## config.mk

```make
export PLATFORM = sky130hd
export DESIGN_NAME = m_ctrl_sequencer
export DESIGN_NICKNAME = d
export VERILOG_FILES = /design/src/rtl/m_ctrl_sequencer.sv
export SDC_FILE = /design/constraint.sdc
export NUM_CORES = 1
export LEC_CHECK = 0
export ABC_AREA = 1
export CORE_MARGIN = 1.5
export CORE_UTILIZATION = 40
export CTS_BUF_LIST = sky130_fd_sc_hd__clkbuf_2 sky130_fd_sc_hd__clkbuf_4 sky130_fd_sc_hd__clkbuf_8
export CTS_CLUSTER_DIAMETER = 120
export CTS_CLUSTER_SIZE = 12
export DETAILED_ROUTE_END_ITERATION = 16
export PLACE_DENSITY = 0.8
export REMOVE_ABC_BUFFERS = 1
export SYNTH_ARGS = -nofsm -noshare
export SYNTH_HDL_FRONTEND = slang
export SYNTH_SLANG_ARGS = --single-unit
```

## constraint.sdc

```tcl
create_clock -name clk -period 2.4 [get_ports clk]
set_input_delay 0.48 -clock clk [delete_from_list [all_inputs] [get_ports clk]]
set_output_delay 0.48 -clock clk [all_outputs]
set_load 0.01 [all_outputs]
```

## src/rtl/m_ctrl_sequencer.sv

```systemverilog
// Multi-cycle control sequencer for the 8-bit CPU: fetch, decode and phase-by-phase
// control of register file, ALU, data memory and writeback mux, with a 6-bit PC.
module m_ctrl_sequencer (
    input  logic        clk,
    input  logic        rst,
    input  logic        run,
    input  logic [15:0] inst_in,
    input  logic        alu_zero,
    output logic [5:0]  pc,
    output logic        rom_en,
    output logic [15:0] ir,
    output logic [4:0]  read_address1,
    output logic [4:0]  read_address2,
    output logic [4:0]  write_address,
    output logic        read_enable1,
    output logic        read_enable2,
    output logic        write_enable,
    output logic [7:0]  imm_data,
    output logic [4:0]  mem_addr,
    output logic        mem_write_enable,
    output logic        mux_sel,
    output logic        alu_sel,
    output logic [2:0]  state,
    output logic        illegal,
    output logic        retired
);

    typedef enum logic [2:0] {
        S_IDLE   = 3'd0,
        S_FETCH  = 3'd1,
        S_WAIT   = 3'd2,
        S_DECODE = 3'd3,
        S_EXEC   = 3'd4,
        S_MEM    = 3'd5,
        S_WB     = 3'd6,
        S_HALT   = 3'd7
    } state_t;

    state_t      state_reg, state_next;
    logic [5:0]  pc_reg;
    logic [15:0] ir_reg;
    logic        illegal_reg;

    logic is_br, is_jmp, is_addi, is_add, is_ld, is_st, is_bad;
    logic active;
    state_t exit_state;

    // Opcode decode in priority order; anything unmatched is illegal.
    always_comb begin
        is_br   = ir_reg[15];
        is_jmp  = (ir_reg[15:14] == 2'b01);
        is_addi = (ir_reg[15:13] == 3'b001);
        is_add  = (ir_reg[15:10] == 6'b000001);
        is_ld   = (ir_reg[15:10] == 6'b000010);
        is_st   = (ir_reg[15:10] == 6'b000011);
        is_bad  = !(is_br || is_jmp || is_addi || is_add || is_ld || is_st);
    end

    assign active     = (state_reg == S_DECODE) || (state_reg == S_EXEC) ||
                        (state_reg == S_MEM) || (state_reg == S_WB);
    assign exit_state = run ? S_FETCH : S_IDLE;

    always_ff @(posedge clk or negedge rst) begin
        if (!rst) begin
            state_reg <= S_IDLE;
        end else begin
            state_reg <= state_next;
        end
    end

    always_comb begin
        state_next = state_reg;
        case (state_reg)
            S_IDLE:   if (run) state_next = S_FETCH;
            S_FETCH:  state_next = S_WAIT;
            S_WAIT:   state_next = S_DECODE;
            S_DECODE: state_next = is_bad ? S_HALT : S_EXEC;
            S_EXEC: begin
                if (is_add || is_addi)   state_next = S_WB;
                else if (is_ld || is_st) state_next = S_MEM;
                else                     state_next = exit_state;
            end
            S_MEM:    state_next = is_ld ? S_WB : exit_state;
            S_WB:     state_next = exit_state;
            S_HALT:   state_next = S_HALT;
            default:  state_next = S_IDLE;
        endcase
    end

    // Outputs are purely combinational from state and ir, so reset kills strobes at once.
    always_comb begin
        rom_en           = 1'b0;
        read_address1    = 5'd0;
        read_address2    = 5'd0;
        write_address    = 5'd0;
        read_enable1     = 1'b0;
        read_enable2     = 1'b0;
        write_enable     = 1'b0;
        imm_data         = 8'd0;
        mem_addr         = 5'd0;
        mem_write_enable = 1'b0;
        mux_sel          = 1'b0;
        alu_sel          = 1'b0;
        retired          = 1'b0;
        if (active) begin
            if (is_br) begin
                read_address1 = ir_reg[9:5];
                read_address2 = ir_reg[4:0];
                read_enable1  = 1'b1;
                read_enable2  = 1'b1;
            end
            if (is_addi) begin
                read_address1 = ir_reg[12:8];
                write_address = ir_reg[12:8];
                read_enable1  = 1'b1;
                imm_data      = ir_reg[7:0];
            end
            if (is_add) begin
                read_address1 = ir_reg[9:5];
                read_address2 = ir_reg[4:0];
                write_address = ir_reg[9:5];
                read_enable1  = 1'b1;
                read_enable2  = 1'b1;
            end
            if (is_ld) begin
                write_address = ir_reg[9:5];
                mem_addr      = ir_reg[4:0];
            end
            if (is_st) begin
                read_address1 = ir_reg[9:5];
                read_enable1  = 1'b1;
                mem_addr      = ir_reg[4:0];
            end
        end
        case (state_reg)
            S_FETCH:  rom_en = 1'b1;
            S_DECODE: alu_sel = is_br;
            S_EXEC: begin
                alu_sel = is_br;
                retired = is_br || is_jmp;
            end
            S_MEM: begin
                mux_sel          = is_ld;
                mem_write_enable = is_st;
                retired          = is_st;
            end
            S_WB: begin
                write_enable = 1'b1;
                mux_sel      = is_ld;
                retired      = 1'b1;
            end
            default: ;
        endcase
    end

    // PC only moves on the retiring cycle, so it stays stable across FETCH/WAIT.
    always_ff @(posedge clk or negedge rst) begin
        if (!rst) begin
            pc_reg      <= 6'd0;
            ir_reg      <= 16'd0;
            illegal_reg <= 1'b0;
        end else begin
            if (state_reg == S_WAIT) ir_reg <= inst_in;
            if (state_reg == S_DECODE && is_bad) illegal_reg <= 1'b1;
            if (retired) begin
                if (is_jmp)
                    pc_reg <= ir_reg[5:0];
                else if (is_br && alu_zero)
                    pc_reg <= pc_reg + {1'b0, ir_reg[14:10]};
                else
                    pc_reg <= pc_reg + 6'd1;
            end
        end
    end

    assign pc      = pc_reg;
    assign ir      = ir_reg;
    assign illegal = illegal_reg;
    assign state   = state_reg;

endmodule

```

Yosys cells after proc, flatten, opt, wreduce, memory -nomap -nowiden
Cells that the tools add are included.
{"block": "totals", "regBits": 26, "word_cells": 74}
{"block": "op_classes", "eq_ne": 13, "reduce_logical": 16, "add_sub_neg": 2, "muxes": 39}
{"op": "2-to-1 mux 5 bit", "count": 15}
{"op": "one-hot mux 3 bit (8 select lines)", "count": 1}
{"op": "2-to-1 mux 8 bit", "count": 2}
{"op": "2-to-1 mux 1 bit", "count": 13}
{"op": "== test 3 bit (second input constant)", "count": 4}
{"op": "== test 6 x 2 -> 1 bit (second input constant)", "count": 2}
{"op": "2-to-1 mux 3 bit", "count": 4}
{"op": "2-to-1 mux 6 bit", "count": 2}
{"op": "logical OR 1 bit", "count": 10}
{"op": "adder 6 x 1 -> 6 bit (second input constant)", "count": 1}
{"op": "adder 6 x 5 -> 6 bit", "count": 1}
{"op": "== test 3 x 1 -> 1 bit (second input constant)", "count": 2}
{"op": "== test 3 x 2 -> 1 bit (second input constant)", "count": 2}
{"op": "== test 6 x 1 -> 1 bit (second input constant)", "count": 1}
{"op": "OR reduction 2 bit", "count": 2}
{"op": "logical NOT 3 bit", "count": 1}
{"op": "one-hot mux 1 bit (3 select lines)", "count": 1}
{"op": "== test 2 x 1 -> 1 bit (second input constant)", "count": 1}
{"op": "logical AND 1 bit", "count": 2}
{"op": "2-to-1 mux 2 bit", "count": 1}
{"op": "inequality test 2 bit (second input constant)", "count": 1}
{"op": "logical NOT 1 bit", "count": 1}

Depth between registers and ports, before layout
Gate-level depths: netlist of run 1.
{"block": "logic_depth", "ltp_word": 8, "ltp_mapped": 11}

Worst setup path after synthesis of run 1
OpenSTA, ideal clock, no wires.
{"block": "synth_timing", "path_kind": "register to output", "start": "reg state_reg[0] (netlist: state[0])", "end": "out mem_addr[2]", "t_arrival_ps": 1338, "path_slack_ps": 582, "path_stages_with_launch": 10, "cell_sequence": "dfrtp_1 -> inv_1 -> nor2_1 -> nand2_1 -> nand2_1 -> inv_1 -> nand2_1 -> buf_6 -> inv_2 -> nor3_1"}
{"block": "synth_via", "elab_chain_cells": 5, "elab_cells_between_ends": 8, "classes_between": "4 x eq/ne; 1 x mux; 3 x reduce/logical"}
{"item": "start, declared", "line_no": "39", "source": "state_t state_reg, state_next;"}
{"item": "start signal, assigned", "line_no": "67", "source": "state_reg <= state_next;"}
{"item": "== test 3 x 2 -> 1 bit or == test 3 bit (tied branches)", "line_no": "59", "source": "assign active = (state_reg == S_DECODE) || (state_reg == S_EXEC) ||"}
{"item": "logical OR 1 bit (2 in series)", "line_no": "59"}
{"item": "logical OR 1 bit *", "line_no": "60", "source": "(state_reg == S_MEM) || (state_reg == S_WB);"}
{"item": "2-to-1 mux 5 bit *", "line_no": "105", "source": "if (active) begin"}
{"item": "end, declared", "line_no": "19", "source": "output logic [4:0] mem_addr,"}
Every way passes the cells marked *; elsewhere a longest branch is shown, timed or not.

Final worst setup path of run 1
{"block": "layout_timing", "start": "reg ir_reg[14] (netlist: ir[14])", "end": "out read_address1[4]"}
{"block": "layout_via", "elab_chain_cells": 5, "elab_cells_between_ends": 7, "classes_between": "3 x eq/ne; 4 x mux"}
{"item": "start, declared", "line_no": "41", "source": "logic [15:0] ir_reg;"}
{"item": "start signal, assigned", "line_no": "163", "source": "if (state_reg == S_WAIT) ir_reg <= inst_in;"}
{"item": "== test 3 x 1 -> 1 bit", "line_no": "52", "source": "is_addi = (ir_reg[15:13] == 3'b001);"}
{"item": "2-to-1 mux 5 bit", "line_no": "112", "source": "if (is_addi) begin"}
{"item": "2-to-1 mux 5 bit", "line_no": "118", "source": "if (is_add) begin"}
{"item": "2-to-1 mux 5 bit *", "line_no": "129", "source": "if (is_st) begin"}
{"item": "2-to-1 mux 5 bit *", "line_no": "105"}
{"item": "end, declared", "line_no": "12", "source": "output logic [4:0] read_address1,"}
Marked as above.

==> metrics.md, run 1 <==
| Metric | Value |
|---|---|
| Ports | 82 |
| Layout Nets | 411 |
| Total die area | 5100 µm² |
| H-tree depth | 1 |
| Seq cells post-synth | 26 |
| Post-DP HPWL | 4420 µm |
| Fin Hold WS | about 0.47 ns |
| Clk sinks | 26 |
| WL per Instance | approximately 14 µm |
| Total congestion overflow | 0 |
| Layout area overhead | 56.4% |
| Final setup violation count | 0 |
| DP Area | 2830 µm² |
| Iter 0 DRT Violations | around 230 |
| Drt drc | 0 |
| Synthesized area | 1870 µm² |
| Gp weighted congestion | just under 0.9 |
| Worst Path Max Fanout | 4 |
| Core area | around 4400 µm² |
| Ys Warns | 0 |
| Worst-margin pin slew | between 0.5 and 0.6 ns |
| CTS Buf Count | 3 |
| Drt total wl | 6090 µm |
| Largest net degree at the start of global routing | 29 |
| Crit share post-route | 96.4% |
| Busiest grt layer | met2 |
| Via count | 2249 |
| Crit path kind | flop to output pin |
| Final Instance Area | just under 3000 µm² |
| Max VDD drop | between 0.7 and 0.8 mV |
| Die H | a little over 70 µm |
| Max reg flops | 16 |
| Clk Latency, worst-skew pair | roughly 0.28 ns |
| Routed vias/inst | ~5.2 |
| Yosys cell types | 28 |
| CP required | approximately 1.9 ns |
| Power Density | 1380 nW/µm² |
| Clk buf depth | 2 |
| Die X-Extent | 71.4 µm |
| CP arrival | 1.83 ns |
| Max Clock Freq | around 430 MHz |
| Register area share after synthesis | a little over a third |
| Port Buffers | 81 |
| Relative slew slack | 60.1% |
| Starting Density | 42.4% |
| Synth async-reset ratio | 100% |
| Tot GR Track Use | 24.9% |
| Count leader, synth | nand2_1 |
| Setup Skew | a little under 0.01 ns |
| Clock root buffer | clkbuf_8 |
| M3 GR Usage | approximately 3.9% |
| Fill cells | ~400 |
| Final Hold Fails | 0 |
| Max Slew Vio Count | 0 |
| Synth cell count leaders | nand2_1 (65), nor2_1 (46), inv_1 (45), nand3_1 (27), dfrtp_1 (26) |
| Initial antenna violation count | 0 |
| CP startpoint kind | flop |
| Area of the multi-input gates | ~1100 µm² |
| Most used DFF post-synth | dfrtp_1 |
| Unrepaired setup endpoints after global routing | false |
| Met1 usage | around a third |
| Antenna Cells | 0 |
| Crit end category | output pin |
| Outcome | complete, no violations |
| Post-Synthesis Cells | 281 |
| Hold WC Path Type | flop to flop |
| Post-synth top area share | about a third |
| Setup TNS | 0 ns |
| Final Critical Period | between 2 and 2.5 ns |
| Cell taking the most area after synthesis | dfrtp_1 |
| Layout cells sized above 1 | between 10% and 20% |
| Max cap viols | 0 |
| Number of synthesized flops with an enable pin | 0 |
| Synthesized area per cell | roughly 6.7 µm² |
| TritonCTS clock tree | built |
| GR met2 Demand/Resource | 42.7% |
| Routed Antenna Nets | 0 |
| Clk pin slew, worst setup/hold paths | 0.10 ns |
| Register area | 652 µm² |
| Std-Cell Rows | 24 |
| Leak pwr | about 1.7 nW |
| First-pass GRT wire length | 10100 µm |
| Via count of the first global-routing pass | 2087 |
| Synth area leaders | dfrtp_1 (35%), nand2_1 (13%), nor2_1 (9.2%), inv_1 (9.0%), nand3_1 (7.2%) |
| DR pass1 iterations | 4 |
## logic make-up after synthesis
logic type / after synthesis / synth area share (%)
buf+inv: 52 / 11.0
mux: 5 / 3.01
fa+ha+maj: 6 / 4.41
flops: 26 / 34.8
compound gates: 41 / 12.2
simple gates: 151 / 34.6
## power breakdown
group	switching (mW)	internal (mW)	leakage, nW
Combinational	1.50	1.29	1.33
Sequential	0.272	0.664	0.301
Clock	0.155	0.147	0.0288
## worst max-delay path, cell delays in order, from the launching register on
cell and delay, ns:
dfrtp_1 0.44, nor2_4 0.16, buf_4 0.13, nand3_1 0.12, nand2_2 0.15, o21ai_0 0.09, a21oi_1 0.17, dlygate4sd2_1 0.29
## placed cells by master, fill, tap and decap left out, types with 2 or more instances in the layout
cell	count
a21o_1	2
a21oi_1	22
buf_4	23
clkbuf_2	15
clkbuf_8	4
clkdlybuf4s50_1	47
dfrtp_1	25
dlygate4sd2_1	15
dlymetal6s2s_1	3
ha_1	5
inv_1	39
inv_2	7
mux2_2	5
nand2_1	63
nand3_1	27
nor2_1	43
nor2_2	4
nor2_4	4
nor3_1	3
o211ai_1	2
o21a_1	2
o21ai_0	5
o21ai_1	5
## what timing repair did
item / 4_1_cts / 5_1_grt
hold buffers: 0 / 0
buffers inserted: 8 / 2
pin swaps: 4 / 3
resized for setup: 46 / 37
setup endpoints to repair: 32 / 31
## worst paths after layout
kind                          from                to  slack (ns)  depth (start not counted)
max reg2reg                 ir[11]             pc[4]        0.40                         10
min in group asynchronous      rst             pc[1]        0.57                          2
min reg2reg                illegal           illegal        0.47                          1
min                        illegal           illegal        0.47                          1
max                         ir[14]  read_address1[4]        0.09                          7
max in group asynchronous      rst          state[2]        1.55                          2
## per-stage QoR
step	utilization (%)	power [mW]	std cells	setup WS (ns)
6_report	66.3	4.03	436	0.0869
5_1_grt	66.3	4.37	436	0.00259
4_1_cts	66.9	3.97	434	0.0103
3_5_place_dp	64.1	3.59	422	0.00881
3_3_place_gp	64.1	3.53	422	0.0412
2_1_floorplan	-	2.29	276	0.356
## metal layers
layer / vias up / part of all wire, %
met5: - / 0
met4: 0 / 0.71
met3: 4 / 7.3
met2: 98 / 49
met1: 1043 / 43
li1: 1104 / -
## final cells by class
cell class / instances / share of cell area [%]
multi-input combinational: 203 / 36.5
timing repair buffer: 104 / 31.0
sequential: 26 / 22.3
inverter: 47 / 6.15
tap: 52 / 2.22
clock buffer: 4 / 1.88
Note: power is estimated with default switching activity, not from simulation.
==> run 2, diff against run 1 <==
--- a/config.mk
+++ b/config.mk
@@ -6,13 +6,15 @@
 export NUM_CORES = 1
 export LEC_CHECK = 0
 export ABC_AREA = 1
+export CAP_MARGIN = 20
 export CORE_MARGIN = 1.5
-export CORE_UTILIZATION = 40
+export CORE_UTILIZATION = 47
 export CTS_BUF_LIST = sky130_fd_sc_hd__clkbuf_2 sky130_fd_sc_hd__clkbuf_4 sky130_fd_sc_hd__clkbuf_8
 export CTS_CLUSTER_DIAMETER = 120
 export CTS_CLUSTER_SIZE = 12
 export DETAILED_ROUTE_END_ITERATION = 16
-export PLACE_DENSITY = 0.8
+export MAX_ROUTING_LAYER = met4
+export PLACE_DENSITY = 0.91
 export REMOVE_ABC_BUFFERS = 1
 export SYNTH_ARGS = -nofsm -noshare
 export SYNTH_HDL_FRONTEND = slang
==> metrics.md, run 2 (same netlist as run 1, synthesis figures left out) <==
| Metric | Value |
|---|---|
| Clk sinks | 26 |
| Iter 0 DRT Violations | about 210 |
| Clk pin slew, worst setup/hold paths | ~0.1 ns |
| Leak pwr | approximately 1.6 nW |
| TritonCTS clock tree | built |
| Worst r2r dst | pc[4] |
| Commonest cells after routing, fill and taps aside | nand2_1 (62), clkdlybuf4s50_1 (49), nor2_1 (44) |
| Layout Nets | between 400 and 500 |
| DP Area | 2830 µm² |
| Worst Hold Path Cells | 1 |
| Worst-margin pin slew | 0.368 ns |
| Clock root buffer | clkbuf_8 |
| Die H | ~66 µm |
| Final Instance Area | roughly 3000 µm² |
| Final setup violation count | 0 |
| R2R setup slack | approximately 0.39 ns |
| Max Clock Freq | roughly 430 MHz |
| Max cap viols | 0 |
| Starting Density | around 50% |
| Routed Antenna Nets | 0 |
| Drt total wl | about 6400 µm |
| Crit path kind | flop to output pin |
| Reg2reg start | ir[15] |
| Tot GR Track Use | between 30% and 40% |
| Post-DP HPWL | between 4000 and 5000 µm |
| CP arrival | 1.87 ns |
| Std-Cell Rows | 22 |
| Outcome | complete, no violations |
| Layout area overhead | 57.6% |
| Max incr delay on CP | about 0.44 ns |
| Via count of the first global-routing pass | 2141 |
| Routed vias/inst | between 5 and 6 |
| Drt drc | 0 |
| Port Buffers | 81 |
| Antenna Cells | 0 |
| CP required | approximately 1.9 ns |
| Initial antenna violation count | 0 |
| Clk buf depth | 2 |
| Crit share post-route | 97.7% |
| CTS Buf Count | 3 |
| CP top delay family | simple AND/OR/NAND/NOR gates |
| Final Hold Fails | 0 |
| Gp weighted congestion | 0.859 |
| CP startpoint kind | flop |
| H-tree depth | 1 |
| Die X-Extent | about 66 µm |
| Layout cells sized above 1 | 16.4% |
| Hold endpoint | illegal |
| Setup TNS | 0 ns |
| Most common cell after layout, fill and taps aside | nand2_1 |
| Core area | between 3000 and 4000 µm² |
| Worst hold start | illegal |
| Max VDD drop | 0.854 mV |
| Bufs and invs on worst path | 2 |
| Pwr Total | slightly above 4 mW |
| CP cell instances | nor2_4 -> nand2_2 -> buf_4 -> nand2_1 -> o211ai_1 -> a21oi_1 -> dlygate4sd2_1 |
| R2R cell count | 11 |
| Crit end category | output pin |
| Total congestion overflow | 0 |
| Max reg flops | 16 |
| Final Critical Period | ~2.3 ns |
| Worst Path Max Fanout | 5 |
| Max Slew Vio Count | 0 |
| First-pass GRT wire length | 9970 µm |
| Via count | roughly 2300 |
| Clk Latency, worst-skew pair | 0.27 ns |
| WL per Instance | between 10 and 15 µm |
| Ports | 82 |
| Total die area | between 4000 and 5000 µm² |
| DR pass1 iterations | 5 |
| Setup Skew | between 0.001 and 0.0015 ns |
| Largest net degree at the start of global routing | 27 |
| CP max stage cell | dfrtp_1 |
| Place WS | ~0.018 ns |
| Relative slew slack | approximately 75% |
| Hold WC Path Type | flop to flop |
| Slack of the critical path | between 0.05 and 0.06 ns |
| Power Density | roughly 1400 nW/µm² |
-- run 2: cell count changes in the layout (fill, tap and decap cells not counted), moves of 2 or more --
cell             previous run  this run
dlygate4sd2_1              15        13
nand3_1                    27        25
nand3_2                     1         3
clkdlybuf4s15_1             0         6
clkbuf_2                   15        10
inv_1                      39        41
buf_4                      23        21
clkdlybuf4s50_1            47        49
-- run 2: per-layer routing --
| layer | part of all wire (%) | wire length [µm] | vias to the layer above | GRT usage [%] |
|---|---|---|---|---|
| met3 | 8.4 | 536 | 16 | 3.92 |
| met5 | 0 | 0 | - | - |
| met4 | 1.6 | 102 | 0 | 7.91 |
| met2 | 49 | 3150 | 149 | 51.6 |
| met1 | 41 | 2610 | 1079 | 38.3 |
| li1 | - | - | 1095 | - |
-- run 2: final cells by class --
type | instances | area [µm²]
inverter | 47 | 176
timing repair buffer | 103 | 930
sequential | 26 | 651
clock buffer | 4 | 55.1
multi-input combinational | 203 | 1080
tap | 48 | 60.1
fill | 284 | 793
-- run 2: per-stage QoR --
stage               cells  utilization [%]  hold slack (ns)
floorplan             276                -            0.184
global placement      419             75.6            0.451
detailed placement    419             75.6            0.454
CTS                   428             78.5            0.478
global route          431             78.8            0.513
finish                431             78.8            0.475
-- run 2: worst max path at each step --
stage,startpoint,to,slack [ns],cells past startpoint
after floorplan,state[0],mem_addr[2],0.36,8
final,ir[15],read_address1[2],0.05,7
after global routing,ir[15],read_address1[2],-0.03,7
after global placement,alu_zero,pc[4],0.02,11
after detailed placement,state[0],read_address2[2],0.02,9
after CTS,ir[14],imm_data[7],-0.02,7
-- run 2: report_power, final --
| part | switching [mW] | internal, mW | leakage (nW) | total (mW) |
|---|---|---|---|---|
| registers | 0.273 | 0.662 | 0.303 | 0.935 |
| clock network | 0.149 | 0.147 | 0.0288 | 0.296 |
| logic | 1.55 | 1.28 | 1.32 | 2.83 |
| total | 1.97 | 2.09 | 1.65 | 4.06 |
-- run 2: timing repair --
item / 4_1_cts / 5_1_grt
hold buffers: 0 / 0
setup buffers: 5 / 3
pin swaps: 3 / 4
resized for setup: 44 / 32
endpoints found under the setup margin: 32 / 26
==> run 3, diff against run 2 <==
--- a/config.mk
+++ b/config.mk
@@ -16,6 +16,7 @@
 export MAX_ROUTING_LAYER = met4
 export PLACE_DENSITY = 0.91
 export REMOVE_ABC_BUFFERS = 1
+export SLEW_MARGIN = 20
 export SYNTH_ARGS = -nofsm -noshare
 export SYNTH_HDL_FRONTEND = slang
 export SYNTH_SLANG_ARGS = --single-unit
==> results of run 3 <==
Same layout as run 2: the final DEF is identical, and so are final timing and power.
